## config.mk

```make
export PLATFORM = sky130hd
export DESIGN_NAME = bcd_display_scan
export DESIGN_NICKNAME = d
export VERILOG_FILES = /design/src/rtl/bcd_display_scan.sv
export SDC_FILE = /design/constraint.sdc
export NUM_CORES = 1
export LEC_CHECK = 0
export ABC_AREA = 1
export ABC_CLOCK_PERIOD_IN_PS = 2000
export CELL_PAD_IN_SITES_DETAIL_PLACEMENT = 1
export CELL_PAD_IN_SITES_GLOBAL_PLACEMENT = 1
export CORE_MARGIN = 2
export CORE_UTILIZATION = 42
export DETAILED_ROUTE_END_ITERATION = 12
export PLACE_DENSITY = 0.79
export SYNTH_ARGS = -nofsm -noshare
export SYNTH_HDL_FRONTEND = slang
export SYNTH_SLANG_ARGS = --single-unit
```

## constraint.sdc

```tcl
create_clock -name clk -period 2 [get_ports clk]
set_clock_uncertainty 0.15 [all_clocks]
set_input_delay 0.4 -clock clk [delete_from_list [all_inputs] [get_ports clk]]
set_output_delay 0.4 -clock clk [all_outputs]
set_load 0.01 [all_outputs]
```

## src/rtl/bcd_display_scan.sv

```systemverilog
// Four-digit common-anode 7-segment scanner for a latched BCD result word.
// Define LEADING_ZERO_BLANK_EN to suppress leading zero digits.
module bcd_display_scan #(
    parameter int REFRESH_DIV = 27000,
    parameter int CNT_W       = $clog2(REFRESH_DIV)
) (
    input  logic            clk,
    input  logic            rst,
    input  logic            load,
    input  logic            clear,
    input  logic [3:0][3:0] resultado,
    output logic [3:0]      an,
    output logic [6:0]      seg,
    output logic            busy
);

    localparam logic [CNT_W-1:0] TC = CNT_W'(REFRESH_DIV - 1);

    function automatic logic [6:0] decode(input logic [3:0] d);
        logic [6:0] s;
        case (d)
            4'd0:    s = 7'b1000000;
            4'd1:    s = 7'b1111001;
            4'd2:    s = 7'b0100100;
            4'd3:    s = 7'b0110000;
            4'd4:    s = 7'b0011001;
            4'd5:    s = 7'b0010010;
            4'd6:    s = 7'b0000010;
            4'd7:    s = 7'b1111000;
            4'd8:    s = 7'b0000000;
            4'd9:    s = 7'b0010000;
            default: s = 7'b0111111;
        endcase
        return s;
    endfunction

    logic [3:0][3:0]  value_q, value_d;
    logic             valid_q, valid_d;
    logic [CNT_W-1:0] cnt_q, cnt_d;
    logic [1:0]       dig_q, dig_d;
    logic [3:0]       an_q, an_d;
    logic [6:0]       seg_q, seg_d;
    logic             tc;
    logic [3:0]       supp;

    always_ff @(posedge clk or negedge rst) begin
        if (!rst) begin
            value_q <= '0;
            valid_q <= 1'b0;
            cnt_q   <= '0;
            dig_q   <= 2'd0;
            an_q    <= 4'b1111;
            seg_q   <= 7'b1111111;
        end else begin
            value_q <= value_d;
            valid_q <= valid_d;
            cnt_q   <= cnt_d;
            dig_q   <= dig_d;
            an_q    <= an_d;
            seg_q   <= seg_d;
        end
    end

`ifdef LEADING_ZERO_BLANK_EN
    logic z3, z2, z1;
    assign z3 = (value_q[3] == 4'd0);
    assign z2 = (value_q[2] == 4'd0);
    assign z1 = (value_q[1] == 4'd0);
    // a digit goes dark only if it and all higher digits are zero
    assign supp = {z3, z3 & z2, z3 & z2 & z1, 1'b0};
`else
    assign supp = 4'b0000;
`endif

    always_comb begin
        value_d = value_q;
        valid_d = valid_q;
        if (clear) begin
            valid_d = 1'b0;
        end else if (load) begin
            value_d = resultado;
            valid_d = 1'b1;
        end
    end

    always_comb begin
        tc    = (cnt_q == TC);
        cnt_d = tc ? '0 : cnt_q + CNT_W'(1);
        dig_d = tc ? dig_q + 2'd1 : dig_q;
    end

    // the slot after a wrap is dark so the old digit never ghosts
    always_comb begin
        an_d  = 4'b1111;
        seg_d = 7'b1111111;
        if (!tc && valid_q && !supp[dig_q]) begin
            an_d[dig_q] = 1'b0;
            seg_d       = decode(value_q[dig_q]);
        end
    end

    assign an   = an_q;
    assign seg  = seg_q;
    assign busy = valid_q;

endmodule
```

==> impl_results.html <==
<table>
<tr><th>Metric</th><th>Value</th></tr>
<tr><th colspan="2">Pwr</th></tr>
<tr><td>Combinational share of power</td><td>0.171</td></tr>
<tr><td>Sequential power share</td><td>0.526</td></tr>
<tr><td>Power Density</td><td>677 nW/um^2</td></tr>
<tr><td>Share of power burned in the clock network</td><td>0.302</td></tr>
<tr><td>Power dissipated by switching net loads</td><td>493 uW</td></tr>
<tr><td>Sw frac</td><td>0.254</td></tr>
<tr><td>Leakage power</td><td>1.32 nW</td></tr>
<tr><td>Largest voltage drop on the vdd net</td><td>0.000376 V</td></tr>
<tr><td>Cell internal power dissipation</td><td>1.45 mW</td></tr>
<tr><th colspan="2">Critical path</th></tr>
<tr><td>Cells traversed along the worst timing path</td><td>clkdlybuf4s50_1</td></tr>
<tr><td>Data required, critical path</td><td>1.45 ns</td></tr>
<tr><td>Maximum fanout encountered on the critical timing path</td><td>1</td></tr>
<tr><td>Crit-path slowest cell</td><td>sky130_fd_sc_hd__clkdlybuf4s50_1</td></tr>
<tr><td>Worst endpoint data arrival time</td><td>1.34 ns</td></tr>
<tr><td>Register-to-register path setup slack</td><td>0.21 ns</td></tr>
<tr><td>Critical path capture point type</td><td>output port</td></tr>
<tr><td>Type of element launching the critical path</td><td>register</td></tr>
<tr><td>Highest cell delay on the worst timing path</td><td>0.53 ns</td></tr>
<tr><td>Worst Setup Path Type</td><td>reg -&gt; out</td></tr>
<tr><td>Count of buffering cells on the critical path with inverters included</td><td>1</td></tr>
<tr><td>Top cell family by delay on the critical path</td><td>buffers and inverters</td></tr>
<tr><th colspan="2">Layout</th></tr>
<tr><td>Top library cells by usage in the layout, fill and taps aside</td><td>sky130_fd_sc_hd__nand2_1 (58), sky130_fd_sc_hd__dfrtp_1 (34), sky130_fd_sc_hd__clkdlybuf4s50_1 (30)</td></tr>
<tr><td>Fraction of layout instances using a drive strength above 1</td><td>0.188</td></tr>
<tr><td>Number of nets in the finished design</td><td>318</td></tr>
<tr><td>Most common cell after layout, fill and taps aside</td><td>sky130_fd_sc_hd__nand2_1</td></tr>
<tr><td>Number of inserted diodes</td><td>0</td></tr>
<tr><td>Post-layout utilization of the core</td><td>0.527</td></tr>
<tr><td>Synth-to-layout area growth</td><td>22.2%</td></tr>
<tr><th colspan="2">STA</th></tr>
<tr><td>Maximum achievable frequency</td><td>528 MHz</td></tr>
<tr><td>Tcrit/Tclk final</td><td>0.946</td></tr>
<tr><td>Max-Slew Margin vs Limit</td><td>0.792</td></tr>
<tr><td>Final sum of negative setup slack</td><td>0 ns</td></tr>
<tr><td>Setup violators final</td><td>0</td></tr>
<tr><td>Final count of pins violating max slew</td><td>0</td></tr>
<tr><td>Min Clock Period, post-route</td><td>1.89 ns</td></tr>
<tr><td>Unrepaired setup endpoints after global routing</td><td>no</td></tr>
<tr><td>Worst Max-Slew Pin Slew</td><td>0.311 ns</td></tr>
<tr><td>Final Hold Vio Count</td><td>0</td></tr>
<tr><th colspan="2">GRT</th></tr>
<tr><td>Met1 track demand over resource</td><td>0.239</td></tr>
<tr><td>Maximum number of pins on one net before global-route repair</td><td>35</td></tr>
<tr><td>Number of antenna violations at the first check in global routing</td><td>0</td></tr>
<tr><td>Remaining global-route overflow</td><td>0</td></tr>
<tr><td>Number of global-route vias before repair</td><td>1884</td></tr>
<tr><td>Layer with the highest usage</td><td>met2</td></tr>
<tr><td>Met3 routing resource usage after global routing</td><td>0.0375</td></tr>
<tr><td>Global-route wire length before repair</td><td>8650 um</td></tr>
<tr><td>Aggregate global-route resource usage</td><td>0.179</td></tr>
<tr><td>Met2 usage</td><td>0.296</td></tr>
<tr><th colspan="2">Route</th></tr>
<tr><td>DR iter-0 viols</td><td>74</td></tr>
<tr><td>Number of detailed-routing iterations run before antenna repair</td><td>4</td></tr>
<tr><td>Mean number of vias per cell</td><td>4.86</td></tr>
<tr><td>Residual DRC</td><td>0</td></tr>
<tr><td>Routed wire length</td><td>4830 um</td></tr>
<tr><td>Antenna-violating nets left</td><td>0</td></tr>
<tr><td>Average wire per standard cell</td><td>13.4 um</td></tr>
<tr><td>Total number of vias</td><td>1751</td></tr>
<tr><th colspan="2">Floorplan</th></tr>
<tr><td>DIE WIDTH</td><td>78.7 um</td></tr>
<tr><td>Placement row count</td><td>27</td></tr>
<tr><td>Area enclosed by the die boundary</td><td>6200 sq um</td></tr>
<tr><td>CORE AREA</td><td>5440 sq um</td></tr>
<tr><td>Num ports</td><td>32</td></tr>
<tr><td>Starting density of the core</td><td>0.431</td></tr>
<tr><td>Height of the die</td><td>78.7 um</td></tr>
<tr><th colspan="2">Worst hold path</th></tr>
<tr><td>Class of the tightest hold or removal check</td><td>reg -&gt; reg</td></tr>
<tr><th colspan="2">Place</th></tr>
<tr><td>Final HPWL from detailed placement</td><td>3610 um</td></tr>
<tr><td>Routability-driven placement congestion ratio</td><td>0.841</td></tr>
<tr><td>Count of port buffers added during placement</td><td>31</td></tr>
<tr><th colspan="2">Flow run</th></tr>
<tr><td>Max-capacitance violation count</td><td>0</td></tr>
<tr><th colspan="2">Clock tree</th></tr>
<tr><td>Buffers from clock root to sink, at most</td><td>2</td></tr>
<tr><td>Clock tree from TritonCTS</td><td>yes</td></tr>
<tr><td>Number of clock sinks</td><td>45</td></tr>
<tr><td>Worst-skew pair later-pin latency</td><td>0.30 ns</td></tr>
<tr><td>Htree depth</td><td>2</td></tr>
<tr><td>Clock-pin slew on the worst setup and hold paths</td><td>0.09 ns</td></tr>
<tr><td>Number of setup buffers added after CTS</td><td>0</td></tr>
<tr><td>Clock tree root driver cell</td><td>sky130_fd_sc_hd__clkbuf_8</td></tr>
<tr><td>Total CTS buffers</td><td>5</td></tr>
<tr><th colspan="2">Synth</th></tr>
<tr><td>Sequential element share of the synthesized area</td><td>0.486</td></tr>
<tr><td>Area of the mapped netlist</td><td>2350 sq um</td></tr>
<tr><td>Avg Inst Size Synth</td><td>9.58 sq um</td></tr>
<tr><td>Count of mapped cells out of synthesis</td><td>245</td></tr>
<tr><td>Total nets after synthesis</td><td>276</td></tr>
<tr><td>Yosys Warn Count</td><td>0</td></tr>
<tr><td>#FFs+latches synth</td><td>45</td></tr>
<tr><td>Number of distinct library cells after synthesis</td><td>26</td></tr>
<tr><th colspan="2">Status</th></tr>
<tr><td>Outcome</td><td>complete, no violations</td></tr>
</table>
[state kept, by name, summed over array words and instances, names as in the netlist]
register  count
cnt_q        15
an            4
value_q      16
seg           7
busy          1
dig_q         2
[per-layer routing]
metal  wire [um]  up-vias  part of all wire
li1            -      869                 -
met1        2280      850              0.47
met2        2340       27              0.49
met3         157        5             0.033
met4          51        0             0.011
met5           0        -                 0
[cells by family (layout without fill, tap and decap cells)]
| group | after synthesis | in the layout | synth area share |
|---|---|---|---|
| simple gates | 132 | 132 | 0.254 |
| flops | 45 | 45 | 0.486 |
| buf+inv | 28 | 71 | 0.0656 |
| mux | 16 | 16 | 0.0928 |
| fa+ha+maj | 11 | 11 | 0.0587 |
| xor+xnor | 7 | 7 | 0.0293 |
| compound gates | 6 | 6 | 0.0133 |
[power by group through the flow]
| stage | clock (mW) | combinational, mW | sequential (mW) |
|---|---|---|---|
| floorplan | 0 | 0.190 | 1.04 |
| finish | 0.587 | 0.333 | 1.02 |
| CTS | 0.609 | 0.337 | 1.02 |
| global route | 0.649 | 0.373 | 1.03 |
| detailed placement | 0 | 0.330 | 1.04 |
| global placement | 0 | 0.318 | 1.04 |
[what timing repair did]
| action | CTS | global route |
|---|---|---|
| gates resized for setup | 0 | 1 |
| hold buffers | 1 | 0 |
| endpoints found under the setup margin | 0 | 2 |
| endpoints found under the hold margin | 11 | 0 |
[layout make-up]
cell class                 instances  area [sq um]
tap                               72          90.1
multi-input combinational        172          1050
sequential                        45          1140
clock buffer                       7          86.3
fill                             638          2570
inverter                          23          88.8
clock inverter                     1          7.51
timing repair buffer              40           400
[worst paths after layout]
| check | from | to | cells after the start |
|---|---|---|---|
| worst max-delay path | seg[5]$_DFF_PN1_ | seg[5] | 1 |
| worst max register to register | dig_q[0]$_DFFE_PN0N_ | seg[6]$_DFF_PN1_ | 9 |
| worst min register to register | cnt_q[0]$_DFF_PN0_ | cnt_q[0]$_DFF_PN0_ | 1 |
| worst min-delay path | cnt_q[0]$_DFF_PN0_ | cnt_q[0]$_DFF_PN0_ | 1 |
| min in group asynchronous | rst | cnt_q[2]$_DFF_PN0_ | 2 |
| max in group asynchronous | rst | an[3]$_DFF_PN1_ | 3 |
[per-stage QoR]
step / cells / total power, mW / hold WS (ns) / setup WS (ns) / cell area, sq um
floorplan: 245 / 1.23 / -0.0456 / 0.414 / 2350
global placement: 351 / 1.36 / 0.156 / 0.130 / 2760
detailed placement: 351 / 1.37 / 0.160 / 0.116 / 2760
CTS: 360 / 1.97 / 0.342 / 0.0944 / 2870
global route: 360 / 2.05 / 0.368 / 0.0536 / 2870
finish: 360 / 1.94 / 0.335 / 0.108 / 2870
[synth_stat cells, drive strengths merged]
cell type	count	area, sq um
xor2	7	68.8
a21oi	2	10.0
buf	5	65.1
ha	11	138
inv	23	88.8
nand3	31	170
dfstp	11	289
o21ai	3	15.0
or2	1	6.26
a31oi	1	6.26
nor2	27	114
dfrtp	34	851
nor3	5	25.0
mux2	16	218
nand2	61	234
nand3b	2	15.0
nand4	4	25.0
nor3b	1	7.51
Power figures use the tool's default switching activity.
==> variant 1, RTL diff (config.mk and constraints unchanged) <==
Change the parameter `REFRESH_DIV` from 27000 to 13500.
--- a/src/rtl/bcd_display_scan.sv
+++ b/src/rtl/bcd_display_scan.sv
@@ -1,7 +1,7 @@
 // Four-digit common-anode 7-segment scanner for a latched BCD result word.
 // Define LEADING_ZERO_BLANK_EN to suppress leading zero digits.
 module bcd_display_scan #(
-    parameter int REFRESH_DIV = 27000,
+    parameter int REFRESH_DIV = 13500,
     parameter int CNT_W       = $clog2(REFRESH_DIV)
 ) (
     input  logic            clk,
Function: same outputs for any inputs over 10 cycles, from zero or initial values and one cycle with rst low; that may be too few to reach the edited logic, so the function may still have changed.
==> variant 1 against the unedited design <==
Combinational power is 4% higher. Wire length rose by 2.0%. Setup slack got worse by 1.4 ps. Area after synthesis decreased by 0.53%. Sequential cell count is 1 lower. Power increased by 5.7%. Cell area grew 0.13%. Clock power rose by 19%. Critical path type unchanged.
==> variant 1: results (changes against the unedited design) <==
** Run status
- The flow ran to the end, and the final reports show no timing, DRC or antenna violations.

** Logic synthesis
- The commonest cells after synthesis are sky130_fd_sc_hd__nand2_1, sky130_fd_sc_hd__dfrtp_1, sky130_fd_sc_hd__nor2_1.
- Cell with the most instances after synthesis :: sky130_fd_sc_hd__nand2_1
- Ranked by total cell area, the synthesized netlist is headed by sky130_fd_sc_hd__dfrtp_1, sky130_fd_sc_hd__dfstp_2, sky130_fd_sc_hd__nand2_1.
- Unique masters post-synth :: 28 (+7.7%)
- The share of async-settable or async-resettable flops after synthesis is 100% (unchanged).
- Count of synthesis-stage warnings from yosys :: 0 (unchanged)
- The register area share after synthesis was 47.8% (-0.81 points).
- The net count after synthesis was 273 (-1.1%).

** Layout
- Number of flip-flops under the largest register name :: 16 (unchanged)
- The net count reported at finish was 313 (-1.6%).
- The fraction of final layout cells sized beyond drive strength 1 was 23.7% (+4.9 points).
- Most flop-heavy register :: value_q

** Global routing
- Gr usage total :: 18.3% (+0.41 points)
- Antenna violations before repair :: 0 (unchanged)
- The number of global-route vias before repair came to 1773 (-5.9%).
- Met2 track demand over resource :: 28.5% (-1.1 points)
- Met3 track demand over resource in global routing :: 3.56% (-0.19 points)
- The met1 routing resource usage after global routing is 25.7% (+1.8 points).
- The first-pass GRT wire length is 8840 um (+2.1%).
- The pin count of the biggest net entering global routing was 38 (+8.6%).

** Setup path
- In this run the worst setup path begins at seg[4]$_DFF_PN1_.
- The slowest stage of the critical path is the sky130_fd_sc_hd__dfstp_2 cell.
- The flop-to-flop setup slack came to 150 ps (-60 ps).
- The worst register-to-register path ends at cnt_q[8]$_DFF_PN0_.
- The highest cell delay on the worst timing path was 530 ps (about the same).
- Among cell families on the critical path, the largest total delay comes from flip-flops.
- The critical path arrival is 1340 ps (about the same).
- Cell depth of the worst flop-to-flop path :: 8 (-1)
- Source of the worst register-to-register timing path :: cnt_q[0]$_DFF_PN0_

** Timing
- The tightest slew margin relative to the limit is 75.6% (-3.7 points).

** Power
- Static power due to leakage :: 1.35 nW (+2.0%)
- The maximum vdd ir drop came to 0.000333 V (-11%).

** Floorplanning
- Number of core rows :: 27 (unchanged)

** Clock network
- The total clock buffers created by CTS is 5 (unchanged).
- Clock-pin transition on the worst setup and hold timing paths :: 80 ps
- The hold-fix buffer count after cts was 1 (unchanged).
- The number of buffers inserted by post-CTS setup repair is 0 (unchanged).
- Clock latency reported for the late side of the worst-skew pair :: about 290 ps
- The number of levels in the clock H-tree is 2 (unchanged).

** Place
- Placer's final routability congestion estimate :: 0.804 (-4.5%)
- Input/output buffers :: 31 (unchanged)
- The post-DP HPWL was 3860 um (+6.9%).

** Min path
- The path class of the tightest hold or removal check is in2async.

** Detailed routing
- Number of DRC markers in iteration 0 :: 90 (+22%)
- DR WL met2 :: 2290 um (-2.2%)
- Length of routed met3 wiring :: 170 um (+8.3%)
- The detailed-route wire length per cell came to 13.9 um (+3.4%).
- The per-cell via count in the routed design was 4.87 (about the same).
- M1 WL :: 2400 um (+5.5%)
variant 1: cell types whose count changed after synthesis, sizes merged, moves of 2 or more:
cell | before | now
nor3 | 5 | 7
inv | 23 | 28
xor2 | 7 | 3
nand4 | 4 | 2
nand2 | 61 | 57
variant 1: cell families after synthesis:
logic type | Yosys count | share of synthesized area [%]
AOI/OAI and AO/OA | 8 | 1.82
xor gates and xnor gates | 3 | 1.13
adders and majority gates | 11 | 5.90
buffers and inverters | 32 | 6.76
DFF | 44 | 47.8
muxes | 16 | 9.33
and+or+nand+nor | 128 | 27.3
variant 1: power by group:
part           leakage, nW  switching (mW)  internal [mW]  total, mW
logic                0.764           0.164          0.183      0.346
clock network       0.0588           0.296          0.402      0.698
registers            0.524          0.0390          0.969       1.01
total                 1.35           0.499           1.55       2.05
variant 1: stage by stage:
stage,worst slack (ps),hold WS [ps],cell area [um2],cells,utilization [%]
2_1_floorplan,367,-45.6,2330,242,-
3_3_place_gp,138,120,2730,345,50.3
3_5_place_dp,73.4,115,2730,345,50.3
4_1_cts,55.5,326,2860,354,52.6
5_1_grt,9.18,370,2870,355,52.8
6_report,106,332,2870,355,52.8
variant 1: worst max-delay path by stage:
stage,slack (ps),endpoint,depth (start not counted)
final,110,seg[4],1
after global routing,9,cnt_q[8]$_DFF_PN0_,8
after CTS,60,seg[6]$_DFF_PN1_,9
after detailed placement,70,seg[6]$_DFF_PN1_,9
after global placement,140,value_q[0]$_DFFE_PN0P_,5
after floorplan,370,seg[3]$_DFF_PN1_,9
variant 1: layout make-up:
cell class	instances	area [um2]
fill	628	2570
sequential	44	1120
multi-input combinational	166	1060
timing repair buffer	37	378
inverter	28	108
tap	72	90.1
clock buffer	6	82.6
clock inverter	2	33.8
==> variant 2, RTL diff (same flow settings) <==
Without the edit above. Remove the register `seg_q`: a continuous assignment takes its place, so the output `seg` follows one clock earlier.
--- a/src/rtl/bcd_display_scan.sv
+++ b/src/rtl/bcd_display_scan.sv
@@ -50,16 +50,16 @@
             cnt_q   <= '0;
             dig_q   <= 2'd0;
             an_q    <= 4'b1111;
-            seg_q   <= 7'b1111111;
         end else begin
             value_q <= value_d;
             valid_q <= valid_d;
             cnt_q   <= cnt_d;
             dig_q   <= dig_d;
             an_q    <= an_d;
-            seg_q   <= seg_d;
         end
     end
+
+    assign seg_q = seg_d;
 
 `ifdef LEADING_ZERO_BLANK_EN
     logic z3, z2, z1;
Formal check against the unedited RTL: not equivalent (Yosys sat finds a counterexample within 4 cycles, from zero or initial values and one cycle with rst low).
==> variant 2 against the unedited design <==
The flow now finishes with violations (negative hold slack, negative setup slack). Power grew 17%. Combinational power up 69%. Setup slack worse by 590 ps. Area after synthesis shrank 7.8%. Critical path depth rose by 9. Non-clock buffer count up 55. Largest cell class is now multi-input combinational cells. Die area fell by 7.4%. Sequential share of layout area shrank 11 points. Largest power group unchanged. Register-to-register slack worse by 230 ps. Wire length up 97%. Cell area up 16%. Via count rose by 27%. Sequential cell count is 7 lower.
==> variant 2: results (changes against the unedited design) <==
** Power
- The part of the total power dissipated in combinational logic came to 24.8% (+7.7 points).
- Relative contribution of the clock network to total power :: 36.9% (+6.7 points)
- Power, Total :: 2.28 mW (+17%)
- The leakage dissipation came to 1.59 nW (+20%).

** Run status
- Violated checks :: negative hold slack, negative setup slack
- Status :: complete, but fails checks

** Timing
- The total setup violations reported at the end of the flow was 8 (+8).
- The final sum of negative setup slack is -3180 ps (-3180 ps).
- The least setup slack across all paths after layout is -481 ps (-589 ps).
- The worst hold slack after final layout came to -24.0 ps (-359 ps).
- Max_slew headroom :: 66.8% (-12 points)
- The number of hold violations in the final report came to 25 (+25).

** Setup path
- Worst path slowest cell :: sky130_fd_sc_hd__dfrtp_2
- R2R Setup Slk :: -20 ps (-230 ps)
- Kind of cell adding the most delay to the critical path :: simple AND/OR/NAND/NOR gates
- The maximum net fanout on the critical path is 6 (+5).

** Place
- The final weighted congestion in routability-driven placement is 0.864 (+2.7%).
- Half-perimeter wire length after placement :: 4430 um (+23%)

** Logic synthesis
- The post-synthesis compound-gate area fraction was 1.45% (+0.11 points).
- The mean cell area of the mapped netlist was 9.08 um2 (-5.1%).
- The register area share after synthesis is 44.2% (-4.4 points).

** Layout
- Fraction of final layout cells sized beyond drive strength 1 :: 45.2% (+26 points)
- Nonclk buf count :: 95 (+140%)
- The combined area of the multi-input logic cells is 0.00125 mm2 (+19%).
- The net count reported at finish is 366 (+15%).

** Global routing
- The pin count of the biggest net entering global routing came to 39 (+11%).
- The first-pass GRT wire length came to 12500 um (+44%).
- Gr usage total :: 31.0% (+13 points)

** Floorplanning
- The core area came to 0.00504 mm2 (-7.3%).

** Clock network
- The number of clock sinks came to 38 (-16%).

** Detailed routing
- The per-cell via count in the routed design came to 5.50 (+13%).
## variant 2: changes by cell type in the layout (fill, tap and decap cells not counted), sizes merged
cell	change
clkbuf	-2
buf	+63
clkdlybuf4s50	-7
dlygate4sd3	-1
clkinvlp	-1
clkinv	+1
bufinv	+2
dfstp	-7
## variant 2: timing repair
action	CTS	global route
setup endpoints to repair	7	7
gates resized for setup	74	19
buffers inserted	12	5
pin swaps	16	5
## variant 2: cell families (layout without fill, tap and decap cells)
| kind of cell | count (synthesis) | in the layout |
|---|---|---|
| AOI/OAI and AO/OA | 6 | 6 |
| xor gates and xnor gates | 7 | 7 |
| adders and majority gates | 11 | 11 |
| buffers and inverters | 28 | 126 |
| DFF | 38 | 38 |
| muxes | 16 | 16 |
| and+or+nand+nor | 132 | 132 |
## variant 2: routing by layer
metal  wire, um  up-vias  share of wire [%]  global-route usage, %
met4        404        0                4.3                   14.2
met3        495       34                5.2                   6.75
met5          0        -                  0                      0
li1           -      961                  -                      -
met1       3640     1132                 38                   34.3
met2       4950      104                 52                   56.1
## variant 2: worst paths after layout
| kind | start | end | cells after the start |
|---|---|---|---|
| setup / recovery | dig_q[0]$_DFFE_PN0N_ | seg[6] | 10 |
| hold / removal | rst | dig_q[1]$_DFFE_PN0N_ | 2 |
| setup reg to reg | cnt_q[0]$_DFF_PN0_ | cnt_q[8]$_DFF_PN0_ | 7 |
| hold reg to reg | value_q[15]$_DFFE_PN0P_ | value_q[15]$_DFFE_PN0P_ | 1 |
| max in group asynchronous | rst | dig_q[0]$_DFFE_PN0N_ | 2 |
| min in group clk | value_q[15]$_DFFE_PN0P_ | value_q[15]$_DFFE_PN0P_ | 1 |
